--- config.mk ---
export PLATFORM = sky130hd
export DESIGN_NAME = alu_operand_loader
export DESIGN_NICKNAME = d
export VERILOG_FILES = /design/src/rtl/alu_operand_loader.sv
export SDC_FILE = /design/constraint.sdc
export NUM_CORES = 1
export LEC_CHECK = 0
export CAP_MARGIN = 15
export CORE_MARGIN = 1.5
export CORE_UTILIZATION = 29
export DETAILED_ROUTE_END_ITERATION = 16
export PLACE_DENSITY_LB_ADDON = 0.1
export SLEW_MARGIN = 0
export SYNTH_ARGS = -nofsm -noshare
export SYNTH_HDL_FRONTEND = slang
export SYNTH_SLANG_ARGS = --single-unit
--- constraint.sdc ---
create_clock -name clk -period 3.6 [get_ports clk]
set_clock_uncertainty 0.1 [all_clocks]
set_input_delay 0.54 -clock clk [delete_from_list [all_inputs] [get_ports clk]]
set_output_delay 0.54 -clock clk [all_outputs]
set_load 0.02 [all_outputs]
--- src/rtl/alu_operand_loader.sv ---
// Operand-entry and result-capture stage for the sign-magnitude ALU.
// Operand A, operand B and the opcode are entered one after another on a
// shared data bus. Each entry is confirmed with a debounced "enter" press.
// The block holds the operand set steady on the ALU inputs and latches the
// ALU result once per operand set.
//
// Handshake: there is no valid/ready pair. op_valid=1 means that a, sa, b,
// sb and seletor are complete and stable (EXEC or SHOW). res_valid=1 means
// that res_* was captured from the current operand set. Both signals are
// level outputs and no acknowledge is expected.
module alu_operand_loader #(
    parameter int WIDTH     = 4,
    parameter int DB_CYCLES = 4,
    parameter int NORM_ZERO = 1
) (
    input  logic             clk,
    input  logic             rst_n,
    input  logic [WIDTH-1:0] dado,
    input  logic             sinal,
    input  logic             enter,
    input  logic             clear,
    input  logic [WIDTH:0]   alu_F,
    input  logic             alu_SF,
    input  logic             alu_status,
    output logic [WIDTH-1:0] a,
    output logic [WIDTH-1:0] b,
    output logic             sa,
    output logic             sb,
    output logic [2:0]       seletor,
    output logic             op_valid,
    output logic [2:0]       estado,
    output logic [WIDTH:0]   res_F,
    output logic             res_SF,
    output logic             res_status,
    output logic             res_valid
);

    localparam int CW = $clog2(DB_CYCLES + 1);

    typedef enum logic [2:0] {
        LOAD_A  = 3'd0,
        LOAD_B  = 3'd1,
        LOAD_OP = 3'd2,
        EXEC    = 3'd3,
        SHOW    = 3'd4
    } state_t;

    state_t        state_q;
    state_t        state_d;
    logic          sync1;
    logic          sync2;
    logic [CW-1:0] db_cnt;
    logic          db_level;
    logic          db_level_d;
    logic          press;
    logic          cap_sign;

    // Two-flop synchronizer for the asynchronous button. It resets high, so a
    // button held through reset does not look like a fresh press.
    always_ff @(posedge clk) begin
        if (!rst_n) begin
            sync1 <= 1'b1;
            sync2 <= 1'b1;
        end else begin
            sync1 <= enter;
            sync2 <= sync1;
        end
    end

    // Debouncer. The level changes only after DB_CYCLES consecutive differing
    // samples. A rising edge of the level becomes a registered one-cycle press.
    always_ff @(posedge clk) begin
        if (!rst_n) begin
            db_cnt     <= '0;
            db_level   <= 1'b1;
            db_level_d <= 1'b1;
            press      <= 1'b0;
        end else begin
            db_level_d <= db_level;
            press      <= db_level & ~db_level_d;
            if (sync2 == db_level) begin
                db_cnt <= '0;
            end else if (db_cnt == CW'(DB_CYCLES - 1)) begin
                db_level <= sync2;
                db_cnt   <= '0;
            end else begin
                db_cnt <= db_cnt + 1'b1;
            end
        end
    end

    // A zero magnitude can be forced positive so that -0 never reaches the ALU.
    always_comb begin
        cap_sign = sinal;
        if ((NORM_ZERO != 0) && (dado == '0)) begin
            cap_sign = 1'b0;
        end
    end

    // State register. A clear aborts back to LOAD_A and wins over any press.
    always_ff @(posedge clk) begin
        if (!rst_n) begin
            state_q <= LOAD_A;
        end else if (clear) begin
            state_q <= LOAD_A;
        end else begin
            state_q <= state_d;
        end
    end

    // Next-state logic. EXEC lasts one cycle and ignores any press.
    always_comb begin
        state_d = state_q;
        case (state_q)
            LOAD_A:  if (press) state_d = LOAD_B;
            LOAD_B:  if (press) state_d = LOAD_OP;
            LOAD_OP: if (press) state_d = EXEC;
            EXEC:    state_d = SHOW;
            SHOW:    if (press) state_d = LOAD_A;
            default: state_d = LOAD_A;
        endcase
    end

    // Operand capture on a press, and result capture at the edge that ends
    // EXEC. Operands keep their old values until they are overwritten.
    always_ff @(posedge clk) begin
        if (!rst_n || clear) begin
            a          <= '0;
            b          <= '0;
            sa         <= 1'b0;
            sb         <= 1'b0;
            seletor    <= 3'd0;
            res_F      <= '0;
            res_SF     <= 1'b0;
            res_status <= 1'b0;
            res_valid  <= 1'b0;
        end else begin
            case (state_q)
                LOAD_A: begin
                    if (press) begin
                        a  <= dado;
                        sa <= cap_sign;
                    end
                end
                LOAD_B: begin
                    if (press) begin
                        b  <= dado;
                        sb <= cap_sign;
                    end
                end
                LOAD_OP: begin
                    if (press) begin
                        seletor <= dado[2:0];
                    end
                end
                EXEC: begin
                    res_F      <= alu_F;
                    res_SF     <= alu_SF;
                    res_status <= alu_status;
                    res_valid  <= 1'b1;
                end
                SHOW: begin
                    if (press) begin
                        res_valid <= 1'b0;
                    end
                end
                default: begin
                end
            endcase
        end
    end

    assign estado   = state_q;
    assign op_valid = (state_q == EXEC) || (state_q == SHOW);

endmodule

==> run_results.csv, run 1 <==
group,metric,value,unit
timing,setup_tns,0,ns
drt,drt.antenna.violating_nets,0,
synth,avgSynthCellArea,10.51,sq um
drt,post_drt_wl_per_cell,11.49,microns
drt,via_per_inst,4.386,
cells_and_area,final_common_cell,"clkdlybuf4s50_1",
timing,finalSetupViolations,0,
timing,tightest_slew,0.9218,ns
min_path,worst_hold_path_type,"register to register",
critical_path,crit_type,"register to output pin",
cells_and_area,finalInstanceArea,0.001737,sq mm
pwr,power_frac_comb,4.1,%
pwr,clockPowerShare,41.8,%
synth,ys_warn_count,0,
critical_path,crit_path_start_kind,"register",
placement,placed_cell_area,0.001644,sq mm
drt,dr_total_vias,908,
synth,async_reset_ff_share,0,%
die,core_area,0.004029,sq mm
clocking,cts-root-buf,"clkbuf_8",
critical_path,worst_path_largest_cell_delay,0.62,ns
synth,ys_top_cells_by_area,"dfxtp_1 52%, mux2i_1 17%, nor2_1 7.0%",
synth,synth_nets,135,
synth,yosysSeqAreaShare,52.09,%
synth,yosys_most_used_dff,"dfxtp_1",
clocking,path_clk_slew,0.07,ns
cells_and_area,mostFrequentLayoutCells,"40 x clkdlybuf4s50_1, 32 x dfxtp_1, 23 x nor2_1",
cells_and_area,drive_above_1_share,7.643,%
critical_path,critPathSlowestCell,"clkdlybuf4s50_1",
die,die_h,68.13,microns
clocking,cts_max_level,2,
cells_and_area,nets,174,
clocking,cts_tree,"built",
clocking,cts_buffer_depth,2,
timing,clock.fmax,368.4,MHz
timing,whs,0.3106,ns
clocking,numCtsBuffers,5,
clocking,ctsResizeCount,0,
synth,synth.distinct_cells,22,
flow_run,maxCapViolations,0,
global_routing,grt_pass1_vias,843,
clocking,cts_setup_buffers,0,
critical_path,arrival,2.07,ns
placement,routabilityCongestion,0.6330,
synth,synth_top_area_cell,"dfxtp_1",
critical_path,critPathCaptureType,"output pin",
timing,rsz0062_at_grt,"no",
critical_path,r2r-start,"estado[0]$_SDFFE_PP0P_",
die,die_x,68.13,microns
timing,final.period_utilization,75.39,%
synth,synth-seq-cells,32,
critical_path,critPathBufInv,1,
timing,slew_headroom,38.55,%
clocking,clock_latency,0.27,ns
pwr,p_int,0.0005242,W
global_routing,grt_pass1_wl,3788,microns
synth,postSynthCellCount,117,
timing,hold_viol_final,0,
cells_and_area,multiInputGateArea,529.3,sq um
timing,fin_crit,2.714,ns
pwr,p_switching,0.0001339,W
placement,dpl.hpwl,1796,microns
global_routing,grt_max_degree,25,
min_path,min-delay-start,"sync1$_SDFF_PN1_",
clocking,ctsHoldBuffers,0,
die,die-area,0.004641,sq mm
cells_and_area,diodes,0,
cells_and_area,area_growth,41.20,%
drt,routed_wl,2379,microns
drt,firstDrtPassIters,3,
critical_path,critPathMaxFanout,11,
critical_path,ff2ff_path_depth,3,
clocking,cts_sinks,32,
die,start_util,30.53,%
critical_path,crit_start,"estado[0]$_SDFFE_PP0P_",
placement,dp.cells,199,
timing,drv_slew,0,
drt,drc,0,
min_path,whs_path_depth,1,
run_status,status,"finished, final reports clean",
pwr,pwr-share-seq,54.1,%
pwr,ir_worst_vdd,0.3066,mV
critical_path,path_cells,"nand3b_1, nand2_1, clkdlybuf4s50_1",
pwr,switching_share,20.35,%
synth,synth_edf_count,0,
critical_path,r2r_end,"res_F[1]$_SDFFE_PP0P_",
drt,drt_iter0_markers,30,
critical_path,crit_family,"simple AND/OR/NAND/NOR gates",
placement,io_buffers,40,
cells_and_area,fillers,410,
die,rows,23,
synth,netlist_area,0.001230,sq mm
pwr,power.leakage,0.6287,nW
critical_path,ff2ff_setup_slack,2.03,ns
cells_and_area,seqCellArea,640.6,sq um
pwr,power_density,378.9,mW/mm^2
global_routing,groute.usage.overall,11.11,%
critical_path,crit_required,2.96,ns
global_routing,antenna_found_initial,0,
die,pin_count,41,
global_routing,grt_overflow,0,
synth,yosysTopAreaCellShare,52.09,%
cells_and_area,finalNonFillerCells,207,
min_path,min_delay_worst_endpoint,"sync2$_SDFF_PN1_",
cells in the mapped netlist, drive strengths merged, types with 2 or more instances:
| cell type | number |
|---|---|
| dfxtp | 32 |
| nor2 | 24 |
| mux2i | 21 |
| buf | 5 |
| nand2b | 5 |
| nand2 | 4 |
| nand3b | 4 |
| a21oi | 3 |
| clkbuf | 3 |
| inv | 3 |
| a211oi | 2 |
| and4bb | 2 |
| ha | 2 |
state kept, by name, indices dropped and copies added (netlist names), 3 cells and up:
register,cells
a,4
b,4
db_cnt,3
estado,3
res_F,5
seletor,3
worst register-to-register path, cell delays in order (launching register included):
cell,delay [ns]
dfxtp_1,0.53
nand3b_1,0.47
mux2i_1,0.28
nor2_1,0.05
power groups by stage:
| stage | clock network, W | logic, W | registers, W |
|---|---|---|---|
| 2_1_floorplan | 0 | 0.00000700 | 0.000364 |
| 3_3_place_gp | 0 | 0.0000271 | 0.000364 |
| 3_5_place_dp | 0 | 0.0000274 | 0.000364 |
| 4_1_cts | 0.000285 | 0.0000273 | 0.000356 |
| 5_1_grt | 0.000304 | 0.0000293 | 0.000356 |
| 6_report | 0.000275 | 0.0000268 | 0.000356 |
cell type report:
type,instances,area share (%)
sequential,32,36.89
timing repair buffer,40,23.05
inverter,3,0.6484
clock buffer,6,4.755
multi-input combinational,74,30.48
tap,50,3.602
clock inverter,2,0.5764
metrics by stage:
step / total power [W] / util (%) / setup slack [ns]
detailed placement: 0.0003913 / 40.81 / 1.176
global placement: 0.0003909 / 40.81 / 1.217
global route: 0.0006884 / 43.11 / 0.7766
floorplan: 0.0003707 / - / 1.870
CTS: 0.0006686 / 43.11 / 0.8863
finish: 0.0006581 / 43.11 / 0.8858
routing by layer:
metal / routed length (microns) / share of wire (%) / GRT usage [%]
met1: 1054 / 44 / 13.58
met2: 1213 / 51 / 17.72
met3: 98 / 4.1 / 3.947
met4: 13 / 0.55 / 4.500
met5: 0 / 0 / 0
kinds of logic after synthesis:
family,share of synthesized area [%]
AOI/OAI and AO/OA,3.763
xor gates and xnor gates,0.7122
adders and majority gates,2.034
buffers and inverters,4.882
DFF,52.09
muxes,17.09
and+or+nand+nor,19.43
worst max path at each step:
stage / cells past startpoint / to / slack (ns)
global route: 3 / op_valid / 0.78
global placement: 3 / op_valid / 1.22
finish: 3 / op_valid / 0.89
CTS: 3 / op_valid / 0.89
detailed placement: 3 / op_valid / 1.18
floorplan: 4 / op_valid / 1.87
Note: power is estimated with default switching activity, not from simulation.
==> inputs of run 2 (changes only) <==
==> constraint.sdc (replaced) <==
create_clock -name clk -period 2.82 [get_ports clk]
set_clock_uncertainty 0.1 [all_clocks]
set_input_delay 0.423 -clock clk [delete_from_list [all_inputs] [get_ports clk]]
set_output_delay 0.423 -clock clk [all_outputs]
set_load 0.02 [all_outputs]
==> run 2 against run 1 <==
  * Clock power grew 15%
  * Count of clock-buffer cells in the layout did not move
  * Critical path type unchanged
  * Sequential power grew 28%
  * Critical endpoint unchanged
  * Setup slack lost 0.38 ns
==> run_results.csv, run 2 (synthesis results as in run 1) <==
group,metric,value,unit
die,die-area,0.004641,sq mm
timing,drv_slew,0,
clocking,cts_setup_buffers,0,
drt,drc,0,
critical_path,critPathMaxFanout,11,
clocking,numCtsBuffers,5,
cells_and_area,regMostFlops,"res_F",
timing,slew_headroom,36.13,%
die,die_h,68.13,microns
min_path,worst_hold_path_type,"register to register",
critical_path,crit_type,"register to output pin",
die,rows,23,
run_status,status,"finished, final reports clean",
pwr,power.leakage,0.6229,nW
timing,clock.fmax,432.5,MHz
clocking,ctsResizeCount,0,
pwr,power_density,465.9,mW/mm^2
cells_and_area,final_util,42.92,%
drt,drt.antenna.violating_nets,0,
critical_path,crit_path_start_kind,"register",
drt,drt_iter0_markers,36,
cells_and_area,final_common_cell,"clkdlybuf4s50_1",
clocking,cts_sinks,32,
drt,dr_total_vias,923,
critical_path,critPathSlowestCell,"clkdlybuf4s50_1",
placement,routabilityCongestion,0.6439,
critical_path,path_cells,"nand3b_1, buf_4, nand2_1, clkdlybuf4s50_1",
placement,dpl.hpwl,1783,microns
clocking,cts_tree,"built",
cells_and_area,fillers,404,
clocking,cts_max_level,2,
drt,firstDrtPassIters,4,
drt,routed_wl,2428,microns
global_routing,grt_pass1_wl,3988,microns
pwr,power,0.0008057,W
cells_and_area,reg.largest.list,"res_F (5), a (4), b (4)",
timing,final.period_utilization,82.00,%
timing,hold_viol_final,0,
placement,io_buffers,40,
clocking,path_clk_slew,0.06,ns
global_routing,antenna_found_initial,0,
clocking,clock_latency,0.27,ns
die,pin_count,41,
cells_and_area,mostFrequentLayoutCells,"40 x clkdlybuf4s50_1, 32 x dfxtp_1, 23 x nor2_1",
timing,finalSetupViolations,0,
timing,rsz0062_at_grt,"no",
global_routing,grt_pass1_vias,869,
clocking,cts_buffer_depth,2,
clocking,ctsHoldBuffers,0,
pwr,ir_worst_vdd,0.2814,mV
flow_run,maxCapViolations,0,
critical_path,crit_required,2.30,ns
clocking,cts-root-buf,"clkbuf_8",
die,die_x,68.13,microns
global_routing,grt_overflow,0,
cells_and_area,area_growth,40.59,%
die,start_util,30.53,%
global_routing,groute.usage.overall,12.06,%
timing,fin_ws,0.5076,ns
cells_and_area,largest_reg_flops,5,
critical_path,worst_path_largest_cell_delay,0.59,ns
global_routing,grt_max_degree,25,
drt,via_per_inst,4.459,
die,core_area,0.004029,sq mm
cells_and_area,drive_above_1_share,7.006,%
timing,fin_crit,2.312,ns
cells_and_area,diodes,0,
critical_path,critPathCaptureType,"output pin",
critical_path,arrival,1.79,ns
cells_and_area,nets,175,
placement,dpl_worst_slack,0.6685,ns
timing,tightest_slew,0.9581,ns
drt,post_drt_wl_per_cell,11.73,microns
timing,setup_tns,0,ns
[run 2: cell types whose count changed in the layout (fill, tap and decap cells not counted)]
cell      before  now
buf_4          0    1
clkbuf_1       0    1
clkbuf_8       6    5
clkinv_2       2    1
[run 2: cell type report]
type | count | area (sq um) | share of cell area (%)
Tap cell | 50 | 62.56 | 3.618
Inverter | 3 | 11.26 | 0.6512
Sequential cell | 32 | 640.6 | 37.05
Clock inverter | 1 | 5.005 | 0.2894
Multi-Input combinational cell | 74 | 529.3 | 30.61
Timing Repair Buffer | 41 | 407.9 | 23.59
Clock buffer | 6 | 72.57 | 4.197
[run 2: final timing paths]
path                          startpoint                end  slack [ns]  cells after the start
setup / recovery  estado[1]$_SDFFE_PP0P_           op_valid        0.51                      4
hold / removal          sync1$_SDFF_PN1_   sync2$_SDFF_PN1_        0.31                      1
setup reg to reg  estado[2]$_SDFFE_PP0P_  a[0]$_SDFFE_PP0P_        1.29                      3
hold reg to reg         sync1$_SDFF_PN1_   sync2$_SDFF_PN1_        0.31                      1
[run 2: per-layer routing]
layer  up-vias  part of all wire [%]  GRT usage [%]  routed length (microns)
met2        15                    52          19.42                     1258
met5         -                     0              0                        0
li1        467                     -              -                        -
met1       439                    43          13.35                     1052
met4         0                  0.82          6.000                       20
met3         2                   4.0          5.592                       97
[run 2: metrics by stage]
| stage | instance area (sq um) | cells | hold WS (ns) |
|---|---|---|---|
| floorplan | 1230 | 117 | 0.2863 |
| global placement | 1652 | 200 | 0.2929 |
| detailed placement | 1652 | 200 | 0.3049 |
| CTS | 1729 | 207 | 0.3198 |
| global route | 1729 | 207 | 0.3426 |
| finish | 1729 | 207 | 0.3104 |
[run 2: power breakdown]
part / switching, W / internal (W) / leakage, nW / total [W]
sequential: 0.000000690 / 0.000454 / 0.258 / 0.000455
clock: 0.000149 / 0.000167 / 0.0410 / 0.000317
combinational: 0.0000135 / 0.0000211 / 0.324 / 0.0000346
total: 0.000163 / 0.000642 / 0.623 / 0.000806
[run 2: critical path: cells and delay by family (launching register included)]
| family | cells | cell delay (ns) |
|---|---|---|
| buf+inv | 2 | 0.79 |
| flops | 1 | 0.53 |
| simple gates | 2 | 0.20 |
